### config.mk
export PLATFORM = sky130hd
export DESIGN_NAME = lut_cu_pipe
export DESIGN_NICKNAME = d
export VERILOG_FILES = /design/src/rtl/lut_cu_pipe.sv
export SDC_FILE = /design/constraint.sdc
export NUM_CORES = 1
export LEC_CHECK = 0
export CAP_MARGIN = 20
export CORE_MARGIN = 2
export CORE_UTILIZATION = 25
export DETAILED_ROUTE_END_ITERATION = 8
export GPL_TIMING_DRIVEN = 0
export MAX_ROUTING_LAYER = met4
export SYNTH_ARGS = -nofsm -noshare
export SYNTH_HDL_FRONTEND = slang
export SYNTH_SLANG_ARGS = --single-unit
### constraint.sdc
create_clock -name Clk -period 3.56 [get_ports Clk]
set_clock_uncertainty 0.1 [all_clocks]
set_input_delay 0.89 -clock Clk [delete_from_list [all_inputs] [get_ports Clk]]
set_output_delay 0.89 -clock Clk [all_outputs]
set_load 0.02 [all_outputs]
### src/rtl/lut_cu_pipe.sv
// RV32I(+M) control unit: decodes one instruction per cycle into a 25-bit control word
// and carries it down a stallable, per-stage flushable control pipeline.
module lut_cu_pipe #(
   parameter int NUM_STAGES = 3,
   parameter int EN_M       = 0,
   parameter int CNT_W      = 16
) (
   input  logic                     Clk,
   input  logic                     Rst,
   input  logic                     En,
   input  logic [31:0]              Instr,
   input  logic                     InValid,
   output logic                     InReady,
   input  logic                     Stall,
   input  logic [NUM_STAGES-1:0]    Flush,
   output logic [NUM_STAGES*25-1:0] CtrlWrd,
   output logic [NUM_STAGES-1:0]    CtrlVld,
   output logic [CNT_W-1:0]         IllegalCnt
);

   localparam logic [6:0] OP_LUI    = 7'b0110111;
   localparam logic [6:0] OP_AUIPC  = 7'b0010111;
   localparam logic [6:0] OP_JAL    = 7'b1101111;
   localparam logic [6:0] OP_JALR   = 7'b1100111;
   localparam logic [6:0] OP_BRANCH = 7'b1100011;
   localparam logic [6:0] OP_LOAD   = 7'b0000011;
   localparam logic [6:0] OP_STORE  = 7'b0100011;
   localparam logic [6:0] OP_IMM    = 7'b0010011;
   localparam logic [6:0] OP_REG    = 7'b0110011;

   localparam logic [4:0] ALU_ADD   = 5'd0;
   localparam logic [4:0] ALU_SUB   = 5'd1;
   localparam logic [4:0] ALU_SLL   = 5'd2;
   localparam logic [4:0] ALU_SLT   = 5'd3;
   localparam logic [4:0] ALU_SLTU  = 5'd4;
   localparam logic [4:0] ALU_XOR   = 5'd5;
   localparam logic [4:0] ALU_SRL   = 5'd6;
   localparam logic [4:0] ALU_SRA   = 5'd7;
   localparam logic [4:0] ALU_OR    = 5'd8;
   localparam logic [4:0] ALU_AND   = 5'd9;
   localparam logic [4:0] ALU_PASSB = 5'd10;

   localparam logic [2:0] IMM_I = 3'd0;
   localparam logic [2:0] IMM_S = 3'd1;
   localparam logic [2:0] IMM_B = 3'd2;
   localparam logic [2:0] IMM_U = 3'd3;
   localparam logic [2:0] IMM_J = 3'd4;

   localparam logic [1:0] WB_ALU = 2'd0;
   localparam logic [1:0] WB_MEM = 2'd1;
   localparam logic [1:0] WB_PC4 = 2'd2;

   localparam logic [6:0] F7_BASE = 7'b0000000;
   localparam logic [6:0] F7_ALT  = 7'b0100000;
   localparam logic [6:0] F7_MUL  = 7'b0000001;

   // funct3 -> ALU op shared by OP and OP-IMM; alt selects SUB/SRA
   function automatic logic [4:0] base_op(input logic [2:0] f3, input logic alt);
      case (f3)
         3'b000:  base_op = alt ? ALU_SUB : ALU_ADD;
         3'b001:  base_op = ALU_SLL;
         3'b010:  base_op = ALU_SLT;
         3'b011:  base_op = ALU_SLTU;
         3'b100:  base_op = ALU_XOR;
         3'b101:  base_op = alt ? ALU_SRA : ALU_SRL;
         3'b110:  base_op = ALU_OR;
         default: base_op = ALU_AND;
      endcase
   endfunction

   logic [6:0]  opcode;
   logic [2:0]  f3;
   logic [6:0]  f7;
   logic [4:0]  rd;
   logic        legal;
   logic        br_en;
   logic        jal;
   logic        jalr;
   logic        mem_rd;
   logic        mem_wr;
   logic [1:0]  mem_size;
   logic        mem_uns;
   logic        wb_en;
   logic [1:0]  wb_sel;
   logic        src_a;
   logic        src_b;
   logic [2:0]  imm_type;
   logic [4:0]  alu_op;
   logic [24:0] dec_word;
   logic        bubble;

   assign opcode = Instr[6:0];
   assign rd     = Instr[11:7];
   assign f3     = Instr[14:12];
   assign f7     = Instr[31:25];

   always_comb begin
      legal    = 1'b1;
      br_en    = 1'b0;
      jal      = 1'b0;
      jalr     = 1'b0;
      mem_rd   = 1'b0;
      mem_wr   = 1'b0;
      mem_size = 2'd0;
      mem_uns  = 1'b0;
      wb_en    = 1'b0;
      wb_sel   = WB_ALU;
      src_a    = 1'b0;
      src_b    = 1'b0;
      imm_type = IMM_I;
      alu_op   = ALU_ADD;
      case (opcode)
         OP_LUI: begin
            wb_en    = 1'b1;
            src_b    = 1'b1;
            imm_type = IMM_U;
            alu_op   = ALU_PASSB;
         end
         OP_AUIPC: begin
            wb_en    = 1'b1;
            src_a    = 1'b1;
            src_b    = 1'b1;
            imm_type = IMM_U;
         end
         OP_JAL: begin
            jal      = 1'b1;
            wb_en    = 1'b1;
            wb_sel   = WB_PC4;
            src_a    = 1'b1;
            src_b    = 1'b1;
            imm_type = IMM_J;
         end
         OP_JALR: begin
            legal  = (f3 == 3'b000);
            jalr   = 1'b1;
            wb_en  = 1'b1;
            wb_sel = WB_PC4;
            src_b  = 1'b1;
         end
         OP_BRANCH: begin
            legal    = (f3 != 3'b010) && (f3 != 3'b011);
            br_en    = 1'b1;
            imm_type = IMM_B;
         end
         OP_LOAD: begin
            legal    = (f3 != 3'b011) && (f3 != 3'b110) && (f3 != 3'b111);
            mem_rd   = 1'b1;
            mem_size = f3[1:0];
            mem_uns  = f3[2];
            wb_en    = 1'b1;
            wb_sel   = WB_MEM;
            src_b    = 1'b1;
         end
         OP_STORE: begin
            legal    = (f3 <= 3'b010);
            mem_wr   = 1'b1;
            mem_size = f3[1:0];
            src_b    = 1'b1;
            imm_type = IMM_S;
         end
         OP_IMM: begin
            wb_en  = 1'b1;
            src_b  = 1'b1;
            alu_op = base_op(f3, (f3 == 3'b101) && f7[5]);
            // only the shift forms carry a funct7 field in the immediate
            if (f3 == 3'b001)
               legal = (f7 == F7_BASE);
            else if (f3 == 3'b101)
               legal = (f7 == F7_BASE) || (f7 == F7_ALT);
         end
         OP_REG: begin
            wb_en = 1'b1;
            if (f7 == F7_BASE)
               alu_op = base_op(f3, 1'b0);
            else if ((f7 == F7_ALT) && ((f3 == 3'b000) || (f3 == 3'b101)))
               alu_op = base_op(f3, 1'b1);
            else if ((f7 == F7_MUL) && (EN_M != 0))
               alu_op = {2'b10, f3};
            else
               legal = 1'b0;
         end
         default: legal = 1'b0;
      endcase
   end

   assign dec_word = legal ?
      {1'b0, br_en, (br_en ? f3 : 3'b000), jal, jalr, mem_rd, mem_wr, mem_size, mem_uns,
       wb_en & (rd != 5'd0), wb_sel, src_a, src_b, imm_type, alu_op} :
      25'h100_0000;

   assign bubble  = (Instr == 32'h0) || !En || !InValid;
   assign InReady = !Stall;

   logic [24:0]           stage_in_word [NUM_STAGES];
   logic [NUM_STAGES-1:0] stage_in_vld;

   genvar gi;
   generate
      for (gi = 0; gi < NUM_STAGES; gi++) begin : g_stage
         logic [24:0] word_reg;
         logic        vld_reg;

         if (gi == 0) begin : g_src_dec
            assign stage_in_word[gi] = bubble ? 25'h0 : dec_word;
            assign stage_in_vld[gi]  = !bubble;
         end else begin : g_src_prev
            assign stage_in_word[gi] = CtrlWrd[25*(gi-1) +: 25];
            assign stage_in_vld[gi]  = CtrlVld[gi-1];
         end

         always_ff @(posedge Clk) begin
            if (Rst || Flush[gi]) begin
               word_reg <= 25'h0;
               vld_reg  <= 1'b0;
            end else if (!Stall) begin
               word_reg <= stage_in_word[gi];
               vld_reg  <= stage_in_vld[gi];
            end
         end

         assign CtrlWrd[25*gi +: 25] = word_reg;
         assign CtrlVld[gi]          = vld_reg;
      end
   endgenerate

   logic [CNT_W-1:0] cnt_reg;

   always_ff @(posedge Clk) begin
      if (Rst)
         cnt_reg <= '0;
      else if (!Flush[0] && !Stall && !bubble && !legal && (cnt_reg != {CNT_W{1'b1}}))
         cnt_reg <= cnt_reg + 1'b1;
   end

   assign IllegalCnt = cnt_reg;

endmodule
After elaboration in Yosys (flattened, before gate mapping)
Index checks and enable logic that the tools add are counted.
- bits in registers: 94
- latch bits: 0
- memory bits (writable): 0
- memory bits (read-only): 0
- output and inout bits: 95
- logic and storage cells: 92
- memories kept: 0
- add/subtract/negate cells: 1
- multiply operators: 0
- div/mod/pow operators: 0
- magnitude comparators: 1
- equality and inequality tests: 21
- shift operators: 0
- multiplexer cells: 28
- bitwise logic cells: 1
- reduce and logical (&&, ||, !) cells: 33
- operator list (cell ; count):
    one-hot mux 4 bit (7 select lines) ; 3
    2-to-1 mux 25 bit ; 2
    zero test 32 bit ; 1
    equality test 7 x 6 -> 1 bit, second input constant ; 4
    equality test 7 bit, second input constant ; 3
    adder 16 x 1 -> 16 bit, second input constant ; 1
    != test 16 bit, second input constant ; 1
    2-to-1 mux 1 bit ; 15
    one-hot mux 5 bit (3 select lines) ; 1
    equality test 7 x 5 -> 1 bit, second input constant ; 2
    OR reduction 7 bit ; 2
    one-hot mux 3 bit (4 select lines) ; 1
    equality test 3 bit, second input constant ; 3
    logical AND 1 bit ; 9
    OR reduction 2 bit ; 4
    equality test 7 x 2 -> 1 bit, second input constant ; 1
    zero test 7 bit ; 1
    logical OR 1 bit ; 7
    one-hot mux 1 bit (7 select lines) ; 1
    equality test 3 x 2 -> 1 bit, second input constant ; 2
    zero test 1 bit ; 6
    != test 3 x 2 -> 1 bit, second input constant ; 2
    != test 3 bit, second input constant ; 2
    2-to-1 mux 5 bit ; 1
    10 further kinds ; 10

Logic depth before layout (Yosys ltp)
Gate-level depths: netlist of run 1.
- depth after elaboration: 9
- depth in mapped cells: 9
- depth with buffers taken out: 7

Least setup slack after synthesis of run 1
OpenSTA, ideal clock, no wires.
- path type: input-to-reg
- from: in Instr[3]
- to: reg g_stage[0].word_reg[12]
- library setup time: 0.117 ns
- arrival: 2.596 ns
- required time: 3.343 ns
- path slack: 0.747 ns
- stages on the path: 8
- cells stage by stage: buf_6 -> nor4_4 -> nand4_1 -> or4_4 -> and2_4 -> and3_4 -> buf_6 -> a32o_1
- longest elaborated chain between the ends: 6
- elaborated cells on any way between the ends: 19
- RTL lines (what ; line ; text):
    from (decl) ; 11 ; input logic [31:0] Instr,
    equality test 7 x 6 -> 1 bit, or another cell as far along ; 112 ; case (opcode)
    OR reduction 7 bit (no line) ; n/a ;
    2-to-1 mux 1 bit ; 112 ;
    bitwise AND 1 bit ; 188 ; wb_en & (rd != 5'd0), wb_sel, src_a, src_b, imm_type, alu_op} :
    2-to-1 mux 25 bit ; 186 ; assign dec_word = legal ?
    2-to-1 mux 25 bit (*) ; 204 ; assign stage_in_word[gi] = bubble ? 25'h0 : dec_word;
    to (signal assigned) ; 216 ; word_reg <= stage_in_word[gi];
    to (decl) ; 200 ; logic [24:0] word_reg;
Mark *: on every way between the ends. The rest lies on a longest branch, timed or not.
A chain may end at the register's enable or synchronous reset.

Worst setup path in the final report of run 1
- from: in Instr[25]
- to: reg cnt_reg[4] (netlist: IllegalCnt[4])
- longest elaborated chain between the ends: 8
- elaborated cells on any way between the ends: 17
- RTL lines (what ; line ; text):
    equality test 7 x 6 -> 1 bit or zero test 7 bit (tied branches) ; n/a ;
    logical AND 1 bit or logical OR 1 bit (tied branches) ; 175, 169 ;
    2-to-1 mux 1 bit (on tied branches) ; 175, 168 ;
    2-to-1 mux 1 bit (on tied branches) ; 173, 166 ;
    one-hot mux 1 bit (7 select lines) ; 112 ;
    zero test 1 bit ; 231 ; else if (!Flush[0] && !Stall && !bubble && !legal && (cnt_reg != {CNT_W{1'b1}}))
    logical AND 1 bit (*) (2 in series) ; 231 ;
    to (signal assigned) ; 232 ; cnt_reg <= cnt_reg + 1'b1;
    to (decl) ; 226 ; logic [CNT_W-1:0] cnt_reg;
Marks and branches as above.

==> summary.txt, run 1 <==
Timing
  • Slew Limit Fails: 0
  • Setup violation total in the final timing report: 0
  • Worst slew margin relative to its limit: 42.7%
  • Setup tns final: 0 ns
  • Unrepaired setup endpoints after global routing: no
  • Worst hold slack after final layout: around 0.39 ns
  • Post-route fraction of the period consumed by the critical path: 91.7%
  • Worst Tran Pin Value: 0.860 ns
  • Hold violation count in the final report: 0
  • Minimum period implied by the final worst setup slack: 3.27 ns
  • Top achievable clock speed: 306 MHz

Critical path
  • Setup CP Type: in2reg
  • Startpoint kind of the worst setup timing path: input pin
  • Critical path fanouts, max: 10
  • Required time worst endpoint: 3.69 ns
  • Data arrival time of the worst path: 3.39 ns
  • Critical path capture point type: register

Route
  • Total number of vias: about 3700
  • Number of vias per cell: 4.45
  • DRT Wirelength: between 10000 and 15000 µm
  • DRT antenna net count: 0
  • Average wire per cell in the routed design: 13.6 µm
  • DRC Markers: 0
  • Initial DRC Count: 178
  • 1st-pass router iterations: 6

Min path
  • Worst min-delay path category: reg2reg

Job
  • Max Cap Violations: 0

Die
  • Floorplan row count: 47
  • Total Die Area: 17800 µm²
  • Height of the die: between 100 and 150 µm
  • Total core area: around 16000 µm²
  • Ports: 135
  • Initial core utilization: 25.4%
  • Die width: 133 µm

Layout
  • Share of post-route cells with drive strength above 1: 15.4%
  • Area growth from synthesis to layout: 44.4%
  • Number of nets at the end of the flow: 648
  • Flip-flop count of the largest register, all copies and words added: 66
  • N_diodes: 0

Clocking
  • Buffer depth of the longest clock path: 2
  • Skew-Pair Late Insertion Delay: 0.33 ns
  • TritonCTS buffer count: 9
  • CTS tree: done
  • Depth of the CTS H-tree: 3
  • Number of gates resized after CTS: 0
  • CTS Root Cell: sky130_fd_sc_hd__clkbuf_16
  • Number of hold-repair buffers added at the cts stage: 0
  • Clock slew at the register clock pins of the worst setup and hold paths: 0.06 ns
  • Number of buffers inserted by post-CTS setup repair: 0
  • Clock sink total: 85

Pwr
  • Largest vdd supply drop: 0.265 mV
  • Cell leakage power: around 2.3 nW
  • Power per standard cell area: 339 nW/µm²

Synthesis
  • Post-synth EDFFs: 0
  • Count of distinct cell types in the synthesized netlist: 51
  • Warnings from Yosys: 0
  • Dominant synthesized flop cell: sky130_fd_sc_hd__dfxtp_1
  • Asr flop ratio synth: 0%
  • Post-synth design cell area: 4180 µm²
  • Post-Syn Area per Cell: 8.95 µm²
  • Total of flip-flops plus latches after synthesis: 85
  • Cell types with the largest area share after synthesis: sky130_fd_sc_hd__dfxtp_1, sky130_fd_sc_hd__mux2i_1, sky130_fd_sc_hd__buf_4
  • Area share of the leading cell type in the synthesized netlist: 40.7%
  • Proportion of synthesized chip area in sequential cells: 40.7%
  • Post-synth top area cell: sky130_fd_sc_hd__dfxtp_1
  • Instance count of the mapped netlist: 467

Placement
  • Number of I/O port buffers: between 100 and 150
  • Routability congestion estimate: 0.861
  • Placed wire-length estimate after detailed placement: 9040 µm

Global routing
  • Aggregate global-route resource usage: 12.9%
  • Grt peak-use layer: met2
  • Met2 routing resource usage after global routing: 21.2%
  • Antenna violations before repair: 0
  • Met1 usage: around 16%
  • Wire length of the first global-routing pass: 17700 µm
  • Largest net degree at the start of global routing: 16
  • Vias in the first global route: roughly 3500
  • Met3 track demand over resource in global routing: 2.28%
  • Grt ovf: 0

Run status
  • Status: finished clean
[metrics by stage]
step	utilization, %	area, µm²	power [W]	cells	setup WS (ns)
2_1_floorplan	-	4190	0.00106	469	0.747
3_3_place_gp	34.8	5730	0.00113	816	0.0372
3_5_place_dp	34.8	5730	0.00113	816	-0.0295
4_1_cts	36.6	6030	0.00208	832	0.331
5_1_grt	36.6	6030	0.00214	832	0.201
6_report	36.6	6030	0.00204	832	0.294
[critical path, stage by stage]
cell	delay [ns]
sky130_fd_sc_hd__clkdlybuf4s50_1	0.39
sky130_fd_sc_hd__nor4_1	0.57
sky130_fd_sc_hd__nand3b_1	0.24
sky130_fd_sc_hd__or4_4	0.51
sky130_fd_sc_hd__nand3_2	0.15
sky130_fd_sc_hd__buf_4	0.19
sky130_fd_sc_hd__buf_4	0.19
sky130_fd_sc_hd__nor4_1	0.06
sky130_fd_sc_hd__o21ba_2	0.19
[Yosys cell counts (all sizes together) (2+ instances only)]
library cell,instances
dfxtp,85
buf,67
nor2,62
mux2i,46
nand2,26
clkbuf,18
a21oi,17
o21ai,15
nand3,14
o31ai,11
nor3,10
nor4,9
or4,9
a32o,8
nor2b,8
and3,7
a22o,5
mux2,5
and2,4
inv,4
nand2b,4
or3,4
and4,3
nand4,3
nor3b,3
a31oi,2
o21ba,2
o31a,2
or2,2
[power breakdown]
part	switching [W]	leakage, nW	total [W]	internal, W
combinational	0.0000859	1.48	0.000159	0.0000729
sequential	0.00000127	0.684	0.000953	0.000952
clock	0.000384	0.150	0.000931	0.000547
[cell usage in the layout (no fill, tap or decap), drive strengths merged, types with 5 or more instances in the layout]
cell type,instances
clkdlybuf4s50,127
dfxtp,85
buf,67
nor2,62
mux2i,46
clkbuf,27
nand2,26
a21oi,17
o21ai,15
nand3,14
o31ai,11
nor3,10
nor4,9
or4,9
nor2b,8
a32o,8
and3,7
a22o,5
inv,5
mux2,5
clkinv,5
[path summary, 6_finish.rpt]
| path | cells after the start | slack, ns | endpoint | start |
|---|---|---|---|---|
| max reg2reg | 9 | 1.10 | IllegalCnt[4] | IllegalCnt[0] |
| min reg2reg | 2 | 0.39 | g_stage[0].word_reg[5] | g_stage[0].word_reg[5] |
| max | 9 | 0.29 | IllegalCnt[4] | Instr[25] |
| min | 2 | 0.39 | g_stage[0].word_reg[5] | g_stage[0].word_reg[5] |
[layer usage]
layer  part of all wire (%)  vias up
met5                      0        -
met4                    1.2        0
met3                    4.5        8
met2                     48      102
met1                     47     1725
li1                       -     1867
[logic make-up after synthesis]
family / share of synthesized area, %
AOI/OAI and AO/OA: 10.9
xor gates and xnor gates: 0.210
adders and majority gates: 0.299
buffers and inverters: 13.9
DFF: 40.7
muxes: 12.4
other: 0.0897
and+or+nand+nor: 21.5
[area by class of cell]
class,instances,area [µm²]
well taps,220,275
clock inverters,7,75.1
fillers,1667,10400
plain buffers,85,566
clock buffers,9,225
inverters,4,15.0
repair buffers,127,1270
flip-flops and latches,85,1700
multi-input cells,295,1900
No activity file was read; power rests on OpenSTA's default activity.
==> run 2, diff against run 1 <==
--- a/config.mk
+++ b/config.mk
@@ -5,7 +5,7 @@
 export SDC_FILE = /design/constraint.sdc
 export NUM_CORES = 1
 export LEC_CHECK = 0
-export CAP_MARGIN = 20
+export CAP_MARGIN = 5
 export CORE_MARGIN = 2
 export CORE_UTILIZATION = 25
 export DETAILED_ROUTE_END_ITERATION = 8
==> constraint.sdc (replaced) <==
create_clock -name Clk -period 3.3 [get_ports Clk]
set_clock_uncertainty 0.1 [all_clocks]
set_input_delay 0.825 -clock Clk [delete_from_list [all_inputs] [get_ports Clk]]
set_output_delay 0.825 -clock Clk [all_outputs]
set_load 0.02 [all_outputs]
==> results of run 2 <==
Same layout as run 1 (identical final DEF). Status: finished clean.
Main changes from that run: setup slack after placement -0.0295 ns -> -0.225 ns; setup slack after layout 0.294 ns -> 0.0989 ns; register-to-register setup slack 1.10 ns -> 0.84 ns; total power 0.00204 W -> 0.00220 W; worst IR drop on VDD 0.265 mV -> 0.286 mV
==> run 3, diff against run 2 <==
--- a/config.mk
+++ b/config.mk
@@ -5,7 +5,7 @@
 export SDC_FILE = /design/constraint.sdc
 export NUM_CORES = 1
 export LEC_CHECK = 0
-export CAP_MARGIN = 5
+export CAP_MARGIN = 10
 export CORE_MARGIN = 2
 export CORE_UTILIZATION = 25
 export DETAILED_ROUTE_END_ITERATION = 8
==> results of run 3 <==
Same layout as run 1 (identical final DEF). Status: finished clean.
Main changes from that run: setup slack after placement -0.0295 ns -> -0.225 ns; setup slack after layout 0.294 ns -> 0.0989 ns; register-to-register setup slack 1.10 ns -> 0.84 ns; total power 0.00204 W -> 0.00220 W; worst IR drop on VDD 0.265 mV -> 0.286 mV
